[src/rtl/flight_cmd_pkg.sv]
// Shared definitions for the flight command controller.
// Holds the host opcode encoding, the ACK/NAK response bytes, the controller
// FSM state encoding and the timer widths for fast-simulation and real builds.
package flight_cmd_pkg;

    // Host opcodes carried on cmd
    typedef enum logic [7:0] {
        OpSetPtch   = 8'h02,
        OpSetRoll   = 8'h03,
        OpSetYaw    = 8'h04,
        OpSetThrst  = 8'h05,
        OpCalibrate = 8'h06,
        OpEmerLand  = 8'h07,
        OpMtrsOff   = 8'h08
    } opcode_e;

    // Response bytes returned to the host
    localparam logic [7:0] RespAck = 8'hA5;
    localparam logic [7:0] RespNak = 8'h5A;

    // Controller states
    typedef enum logic [1:0] {
        StIdle   = 2'd0,
        StSpinup = 2'd1,
        StCal    = 2'd2,
        StResp   = 2'd3
    } state_e;

    // Timer widths: the timers run for 2^width clocks
    localparam int unsigned SpinupWidthFast = 9;
    localparam int unsigned SpinupWidthSlow = 25;
    localparam int unsigned WdogWidthFast   = 10;
    localparam int unsigned WdogWidthSlow   = 26;

    function automatic int unsigned spinup_width(input int unsigned fast_sim);
        return (fast_sim != 0) ? SpinupWidthFast : SpinupWidthSlow;
    endfunction

    function automatic int unsigned wdog_width(input int unsigned fast_sim);
        return (fast_sim != 0) ? WdogWidthFast : WdogWidthSlow;
    endfunction

endpackage

[src/rtl/flight_cmd_wdog.sv]
// Command watchdog for the flight command controller.
// A free-running counter that restarts from zero whenever clr is high and
// wraps on its own after reaching terminal count, so expired pulses once every
// 2^WIDTH clocks while no clear arrives.
//   clk     : clock, posedge
//   rst     : asynchronous active-high reset
//   clr     : restart the count from zero
//   expired : high during the clock in which the counter sits at terminal count
module flight_cmd_wdog #(
    parameter int unsigned WIDTH = 10
) (
    input  logic clk,
    input  logic rst,
    input  logic clr,
    output logic expired
);

    logic [WIDTH-1:0] cnt_q;
    logic [WIDTH-1:0] cnt_d;

    always_comb begin
        cnt_d = cnt_q + WIDTH'(1);
        if (clr) begin
            cnt_d = '0;
        end
    end

    always_ff @(posedge clk or posedge rst) begin
        if (rst) begin
            cnt_q <= '0;
        end else begin
            cnt_q <= cnt_d;
        end
    end

    assign expired = &cnt_q;

endmodule

[src/rtl/flight_cmd_ctrl.sv]
// Flight command controller.
// Consumes decoded host commands, maintains the pitch/roll/yaw/thrust
// setpoints, runs the motor spin-up and inertial calibration sequence, returns
// an ACK/NAK byte per command and lands the craft when the host goes silent.
//   clk, rst                      : clock (posedge) and async active-high reset
//   cmd_rdy, cmd, data            : decoded host command
//   clr_cmd_rdy                   : one-clock pulse consuming the command
//   resp, send_resp, resp_sent    : response handshake with the transmitter
//   d_ptch, d_roll, d_yaw, thrst  : setpoints to the flight controller
//   strt_cal, inertial_cal        : calibration start pulse / calibration active
//   cal_done                      : calibration finished
//   motors_off                    : motors disabled
module flight_cmd_ctrl
    import flight_cmd_pkg::*;
#(
    parameter int unsigned FAST_SIM = 1
) (
    input  logic               clk,
    input  logic               rst,
    input  logic               cmd_rdy,
    input  logic [7:0]         cmd,
    input  logic [15:0]        data,
    output logic               clr_cmd_rdy,
    output logic [7:0]         resp,
    output logic               send_resp,
    input  logic               resp_sent,
    output logic signed [15:0] d_ptch,
    output logic signed [15:0] d_roll,
    output logic signed [15:0] d_yaw,
    output logic [8:0]         thrst,
    output logic               strt_cal,
    output logic               inertial_cal,
    input  logic               cal_done,
    output logic               motors_off
);

    localparam int unsigned SpinW = spinup_width(FAST_SIM);
    localparam int unsigned WdogW = wdog_width(FAST_SIM);

    state_e            state_q, state_d;
    logic [SpinW-1:0]  spin_q, spin_d;
    logic [15:0]       ptch_q, ptch_d;
    logic [15:0]       roll_q, roll_d;
    logic [15:0]       yaw_q, yaw_d;
    logic [8:0]        thrst_q, thrst_d;
    logic              motors_off_q, motors_off_d;
    logic              clr_cmd_rdy_q, clr_cmd_rdy_d;
    logic              send_resp_q, send_resp_d;
    logic [7:0]        resp_q, resp_d;
    logic              strt_cal_q, strt_cal_d;
    logic              inertial_cal_q, inertial_cal_d;

    logic              consume;
    logic              wdog_clr;
    logic              wdog_expired;

    flight_cmd_wdog #(
        .WIDTH (WdogW)
    ) u_wdog (
        .clk     (clk),
        .rst     (rst),
        .clr     (wdog_clr),
        .expired (wdog_expired)
    );

    always_comb begin
        state_d        = state_q;
        spin_d         = spin_q;
        ptch_d         = ptch_q;
        roll_d         = roll_q;
        yaw_d          = yaw_q;
        thrst_d        = thrst_q;
        motors_off_d   = motors_off_q;
        resp_d         = resp_q;
        inertial_cal_d = inertial_cal_q;
        clr_cmd_rdy_d  = 1'b0;
        send_resp_d    = 1'b0;
        strt_cal_d     = 1'b0;
        consume        = 1'b0;

        unique case (state_q)
            StIdle: begin
                if (cmd_rdy) begin
                    consume       = 1'b1;
                    clr_cmd_rdy_d = 1'b1;
                    resp_d        = RespAck;
                    send_resp_d   = 1'b1;
                    state_d       = StResp;
                    case (cmd)
                        OpSetPtch:  ptch_d  = data;
                        OpSetRoll:  roll_d  = data;
                        OpSetYaw:   yaw_d   = data;
                        OpSetThrst: thrst_d = data[8:0];
                        OpEmerLand: begin
                            ptch_d  = '0;
                            roll_d  = '0;
                            yaw_d   = '0;
                            thrst_d = '0;
                        end
                        OpMtrsOff: begin
                            motors_off_d = 1'b1;
                            thrst_d      = '0;
                        end
                        OpCalibrate: begin
                            // Response is deferred until calibration completes
                            motors_off_d = 1'b0;
                            thrst_d      = '0;
                            resp_d       = resp_q;
                            send_resp_d  = 1'b0;
                            spin_d       = '0;
                            state_d      = StSpinup;
                        end
                        default: resp_d = RespNak;
                    endcase
                end
            end
            StSpinup: begin
                spin_d = spin_q + SpinW'(1);
                if (&spin_q) begin
                    strt_cal_d     = 1'b1;
                    inertial_cal_d = 1'b1;
                    state_d        = StCal;
                end
            end
            StCal: begin
                if (cal_done) begin
                    inertial_cal_d = 1'b0;
                    resp_d         = RespAck;
                    send_resp_d    = 1'b1;
                    state_d        = StResp;
                end
            end
            StResp: begin
                if (resp_sent) begin
                    state_d = StIdle;
                end
            end
            default: state_d = StIdle;
        endcase

        // Watchdog is held cleared through the spin-up/calibration sequence
        wdog_clr = consume || (state_q == StSpinup) || (state_q == StCal);

        // Host silence: land without a response; a command consumed in the
        // same clock wins because it also clears the watchdog
        if (wdog_expired && !wdog_clr) begin
            ptch_d  = '0;
            roll_d  = '0;
            yaw_d   = '0;
            thrst_d = '0;
        end
    end

    always_ff @(posedge clk or posedge rst) begin
        if (rst) begin
            state_q        <= StIdle;
            spin_q         <= '0;
            ptch_q         <= '0;
            roll_q         <= '0;
            yaw_q          <= '0;
            thrst_q        <= '0;
            motors_off_q   <= 1'b1;
            clr_cmd_rdy_q  <= 1'b0;
            send_resp_q    <= 1'b0;
            resp_q         <= 8'h00;
            strt_cal_q     <= 1'b0;
            inertial_cal_q <= 1'b0;
        end else begin
            state_q        <= state_d;
            spin_q         <= spin_d;
            ptch_q         <= ptch_d;
            roll_q         <= roll_d;
            yaw_q          <= yaw_d;
            thrst_q        <= thrst_d;
            motors_off_q   <= motors_off_d;
            clr_cmd_rdy_q  <= clr_cmd_rdy_d;
            send_resp_q    <= send_resp_d;
            resp_q         <= resp_d;
            strt_cal_q     <= strt_cal_d;
            inertial_cal_q <= inertial_cal_d;
        end
    end

    assign d_ptch       = ptch_q;
    assign d_roll       = roll_q;
    assign d_yaw        = yaw_q;
    assign thrst        = thrst_q;
    assign motors_off   = motors_off_q;
    assign clr_cmd_rdy  = clr_cmd_rdy_q;
    assign send_resp    = send_resp_q;
    assign resp         = resp_q;
    assign strt_cal     = strt_cal_q;
    assign inertial_cal = inertial_cal_q;

endmodule

[config.mk]
export PLATFORM = sky130hd
export DESIGN_NAME = flight_cmd_ctrl
export DESIGN_NICKNAME = d
export VERILOG_FILES = /design/src/rtl/flight_cmd_pkg.sv /design/src/rtl/flight_cmd_wdog.sv /design/src/rtl/flight_cmd_ctrl.sv
export SDC_FILE = /design/constraint.sdc
export NUM_CORES = 1
export LEC_CHECK = 0
export ABC_AREA = 1
export BUFFER_PORTS_ARGS = -buffer_cell sky130_fd_sc_hd__buf_2
export CAP_MARGIN = 20
export CELL_PAD_IN_SITES_DETAIL_PLACEMENT = 1
export CELL_PAD_IN_SITES_GLOBAL_PLACEMENT = 2
export CORE_MARGIN = 3
export CORE_UTILIZATION = 32
export CTS_CLUSTER_DIAMETER = 60
export DETAILED_ROUTE_END_ITERATION = 8
export GPL_TIMING_DRIVEN = 0
export PLACE_DENSITY_LB_ADDON = 0.1
export REMOVE_ABC_BUFFERS = 1
export SLEW_MARGIN = 0
export SYNTH_ARGS = -nofsm -noshare
export SYNTH_HDL_FRONTEND = slang
export SYNTH_SLANG_ARGS = --single-unit
[constraint.sdc]
create_clock -name clk -period 3.9 [get_ports clk]
set_input_delay 0.78 -clock clk [delete_from_list [all_inputs] [get_ports clk]]
set_output_delay 0.78 -clock clk [all_outputs]
set_load 0.01 [all_outputs]
# After elaboration in Yosys (flattened, before gate mapping)
# Index checks and enable logic that the tools add are counted.
# W data, S select, Z words.
# totals
output_inout_bits	70
regBits	91
word_cells	101
input_bits	29
# classes
reduce_logical	28
muxes	42
add_sub_neg	2
n_eq_ne	16
# ops
cell	count
$mux W16	9
$pmux W16 S2	3
$mux W9	5
$pmux W9 S2	2
$eq A8 B3 Y1 const B	4
$pmux W8 S2	2
$reduce_and A3 Y1	7
$eq A8 B2 Y1 const B	2
$mux W8	2
$reduce_bool A2 Y1	6
$reduce_bool A3 Y1	4
$add A10 B1 Y10 const B	1
$mux W10	1
$mux W2	5
$ne A2 B2 Y1 const B	5
$reduce_and A10 Y1	1
$add A9 B1 Y9 const B	1
$mux W1	9
$reduce_and A9 Y1	1
$eq A8 B4 Y1 const B	1
$pmux W2 S4	1
$reduce_and A4 Y1	2
$pmux W1 S2	3
$reduce_or A6 Y1	1
other kinds (8)	10

# Longest topological paths before layout
# depth
ltp_word	8
ltp_mapped	12
mapped_depth_nobuf	12

# Modules after synthesis
# Synthesis repeated with hierarchy kept, for this count alone.
# unflattened
cells_unflattened	450
hier_area_um2	4177.8
# modules_own_cells
mod	instances	cells_per_inst	area_per_inst_um2	seq_area_each_um2
flight_cmd_ctrl	1	393	3701.0	1878.1
flight_cmd_wdog	1	57	476.7	250.2

# Worst setup path before layout
# OpenSTA, ideal clock, no wires.
# synth_timing
path_type	input -> register
start	in cmd[7]
end	reg yaw_q[0], in the netlist d_yaw[0]
slack_ps	2049
t_required_ps	3782
stages	9
n_path_buf	1
setup_time_ps	118
t_arrival_ps	1733
cell_sequence	nor2_1 > nand2_1 > nor2_2 > nor2_8 > nand2_4 > nand2_4 > buf_6 > nand2_1 > o21ai_2
# synth_via
elab_chain_cells	5
elab_cells_between_ends	8
cone_classes	eq/ne (2); mux (4); reduce/logical (2)
# synth_lines
item	line_no	rtl
start: declaration	flight_cmd_ctrl.sv:21	input logic [7:0] cmd,
$eq A8 B3 Y1	flight_cmd_ctrl.sv:89	case (cmd)
$pmux W16 S2	flight_cmd_ctrl.sv:89	
$mux W16	flight_cmd_ctrl.sv:83	if (cmd_rdy) begin
$mux W16	flight_cmd_ctrl.sv:81	unique case (state_q)
$mux W16	flight_cmd_ctrl.sv:146	if (wdog_expired && !wdog_clr) begin
end signal: assignment	flight_cmd_ctrl.sv:173	yaw_q <= yaw_d;
end: declaration	flight_cmd_ctrl.sv:44	logic [15:0] yaw_q, yaw_d;
# Several ways; a longest one is shown, not always the timed one. The select of a mux whose other input is x is not followed.
# A chain may end at the register's enable or synchronous reset.

# Worst setup path after layout
# layout_timing
start	reg state_q[1]
end	reg yaw_q[15], in the netlist d_yaw[15]
# layout_via
elab_chain_cells	8
elab_cells_between_ends	13
cone_classes	eq/ne (2); mux (2); reduce/logical (9)
# layout_lines
item	line_no	rtl
start: declaration	flight_cmd_ctrl.sv:40	state_e state_q, state_d;
start signal: assignment	flight_cmd_ctrl.sv:156	state_q <= StIdle;
start signal: assignment	flight_cmd_ctrl.sv:169	state_q <= state_d;
$logic_not A2 Y1	flight_cmd_ctrl.sv:81	
$mux W1	flight_cmd_ctrl.sv:81	
$logic_or A1 B1 Y1 (2 in series)	flight_cmd_ctrl.sv:142	wdog_clr = consume || (state_q == StSpinup) || (state_q == StCal);
$logic_not A1 Y1	flight_cmd_ctrl.sv:146	
$logic_and A1 B1 Y1	flight_cmd_ctrl.sv:146	
$reduce_bool A3 Y1 (no source line) / $reduce_bool A2 Y1 (equally long branches)	n/a	
$reduce_and A3 Y1 (no source line)	n/a	
# Several ways; a longest one is shown, not always the timed one.

==> impl_results.md <==
- Final setup fails: 0
- Post-Synth XOR/XNOR Area: 0.004240
- Status: complete, no violations
- Worst slew margin: 0.3736
- Die Width: 119.6 um
- Hold Crit Endpoint: u_wdog.cnt_q[0]$_DFF_PP0_
- Antenna violations before repair: 0
- Final Worst Setup Slack: 1.328 ns
- Die area: 14,310 um^2
- P per Cell Area: 513.1 nW/um^2
- Cell chain of the critical path: inv_1 -> ha_1 -> nor2_2 -> nand3_2 -> nor2_8 -> nor2_8 -> nand2_4 -> nand2_4 -> nand2_1 -> o21ai_2
- Drc violations: 0
- Fin crit share: 0.6594
- Final net count: 558
- Reg2reg end: d_yaw[15]$_DFFE_PP0P_
- Post-synthesis cell area: 4131 um^2
- Drt pass-1 iters: 4
- Total Power: 2.574 mW
- Hold Crit Depth: 1
- Worst min path class: register to register
- Worst R2R Path Depth: 10
- CP max stage delay: 0.50 ns
- RSZ-0062 raised after global routing: no
- Library cells used by synthesis: 36
- # IOs: 99
- Clock buffer depth: 2
- PostCTS Resize Cnt: 0
- Delay-heaviest family, CP: simple AND/OR/NAND/NOR gates
- WHS: 0.4544 ns
- Layout cell share with drive strength beyond 1: 0.3973
- Post-Synth Simple-Gate Area: 0.2474
- TNS Setup: 0 ns
- Register Area: 2128 um^2
- Worst path required time: 4.16 ns
- P_leak: 2.697 nW
- Initial DRC Count: 101
- Reg2reg start: state_q[1]$_DFFE_PP0P_
- Setup crit start: state_q[1]$_DFFE_PP0P_
- Slew Viols, Final: 0
- Clk Latency, worst-skew pair: 0.34 ns
- Tmin final: 2.572 ns
- Post-synth top flop: dfrtp_1
- Row Count: 40
- WP buf/inv: 1
- Cells after Synth: 430
- Vias in the first global route: 3,283
- Number of enable flip-flop cells after synthesis: 0
- Top post-synthesis cells by area: dfrtp_1 (51%), nand2_1 (7.4%), o21ai_2 (6.8%)
- Peak supply drop: 0.2465 mV
- CP endpoint kind: register
- Syn avg cell area: 9.608 um^2
- DP Wirelength: 7.312 mm
- # H-tree levels: 3
- Post-CTS Hold Fix Bufs: 0
- Crit path max-delay cell type: ha_1
- Cell count along the critical path: 10
- Slew @ Worst Pin: 0.9396 ns
- Synth Area in Compound Gates: 0.1372
- Area grow syn2layout: 21.44%
- Num CTS Buffers: 9
- Cell taking the most area after synthesis: dfrtp_1
- CP Max Fanout: 32
- Largest family of logic cells by synthesized area: simple AND/OR/NAND/NOR gates
- Post-DR vias/cell: 4.549
- Setup WS pre-CTS: 1.274 ns
- Fraction of synthesized cell area taken by the top area cell type: 0.5088
- Register area share after synthesis: 0.5151
- Total core area: 12,310 um^2
- Final hold viol count: 0
- Height of the die: 119.6 um
- RePlAce Congestion: 0.7472
- Final Skew: 0.008072 ns
- Buffers on Ports: 98
- Reg-to-reg slack, setup: 1.33 ns
- Worst setup SP type: register
- Max_cap viols: 0
- Core Util, Final: 0.4075
- Yosys warnings: 0
- Worst-path clk slew: 0.06 ns
- Register bit count reported by yosys: 85
- Adder-Cell Fraction of Synth Area: 0.02423
- Hold Path Origin: u_wdog.cnt_q[0]$_DFF_PP0_
- Worst path arrival time: 2.83 ns
- Routed len/inst: 15.01 um
- Initial core utilization: 0.3356
- Max frequency: 388.8 MHz
- Post-CTS setup-driven buffer insertion count: 0
- CTS root buf: clkbuf_16
- Total Wirelength: 10.42 mm
- Total GRT Usage: 0.1499
- FILL cells: 1,495
- Clock Sink Count: 85
- GRT overflow: 0
- Largest net degree at the start of global routing: 45
- Post-DRT Antenna Nets: 0
- # diodes: 0
- Multiplexer area fraction after synthesis: 0
- Async S/R FF share, synth: 1.000
- First-pass GRT wire length: 16.90 mm
- Critical setup path kind: register to register
- CTS tree: yes
- Multi-input logic area: 1715 um^2
- DR vias: 3,157
[power breakdown]
| group | internal, mW | leakage (nW) | switching (mW) |
|---|---|---|---|
| clock network | 0.531 | 0.148 | 0.363 |
| logic | 0.220 | 1.39 | 0.409 |
| registers | 0.983 | 1.16 | 0.0679 |
[flip-flops by register name (all words and copies together) (netlist names)]
signal / cells
thrst: 9
send_resp: 1
state_q: 2
inertial_cal: 1
strt_cal: 1
clr_cmd_rdy: 1
d_roll: 16
d_ptch: 16
u_wdog.cnt_q: 10
resp: 2
motors_off: 1
d_yaw: 16
spin_q: 9
[logic make-up after synthesis]
family / after synthesis
flops: 85
compound gates: 85
xor+xnor: 2
simple gates: 196
buf+inv: 54
fa+ha+maj: 8
[metrics by stage]
stage	cell area, um^2	cells
floorplan	3966	411
global placement	4667	677
detailed placement	4706	678
CTS	5017	694
global route	5017	694
finish	5017	694
[per-layer routing]
metal,vias up,global-route usage,wire length (um)
li1,1585,-,-
met3,9,0.03063,419
met2,64,0.2419,4798
met4,0,0.06013,172
met1,1499,0.1974,5030
met5,-,0,0
[layout make-up]
| class | instances | area share |
|---|---|---|
| repair buffers | 99 | 0.1032 |
| inverters | 35 | 0.02668 |
| multi-input cells | 291 | 0.3419 |
| clock buffers | 11 | 0.05037 |
| flip-flops and latches | 85 | 0.4242 |
| well taps | 168 | 0.04190 |
| clock inverters | 5 | 0.01172 |
[Yosys cell counts (2+ instances only)]
library cell  instances
o21ai_2              32
o21ai_0              19
nand2_2              39
nor2_4                2
dfrtp_1              84
o21ai_1              13
buf_2                 3
nand3_1              15
nand4_1              15
inv_1                30
buf_6                 9
nor2_2                4
nand2_1              81
buf_4                 6
nor3_1                2
a21oi_1              14
nor2_8                2
nand2_4               8
ha_1                  8
nor2_1               25
inv_2                 3
clkinv_1              2
[how the worst max path moves through the flow]
stage / end
floorplan: clr_cmd_rdy$_DFF_PP0_
global placement: d_roll[8]$_DFFE_PP0P_
detailed placement: d_yaw[6]$_DFFE_PP0P_
CTS: d_yaw[6]$_DFFE_PP0P_
global route: d_yaw[6]$_DFFE_PP0P_
finish: d_yaw[15]$_DFFE_PP0P_
[cells in the final DEF (no fill, tap or decap), types with 8 or more instances in the layout]
master     instances
a21oi_1           14
buf_2             98
clkbuf_16          9
dfrtp_1           84
ha_1               8
inv_1             29
nand2_1           81
nand2_2           39
nand2_4            8
nand3_1           15
nand4_1           15
nor2_1            25
o21ai_0           19
o21ai_1           13
o21ai_2           32
Note: power is estimated with default switching activity, not from simulation.
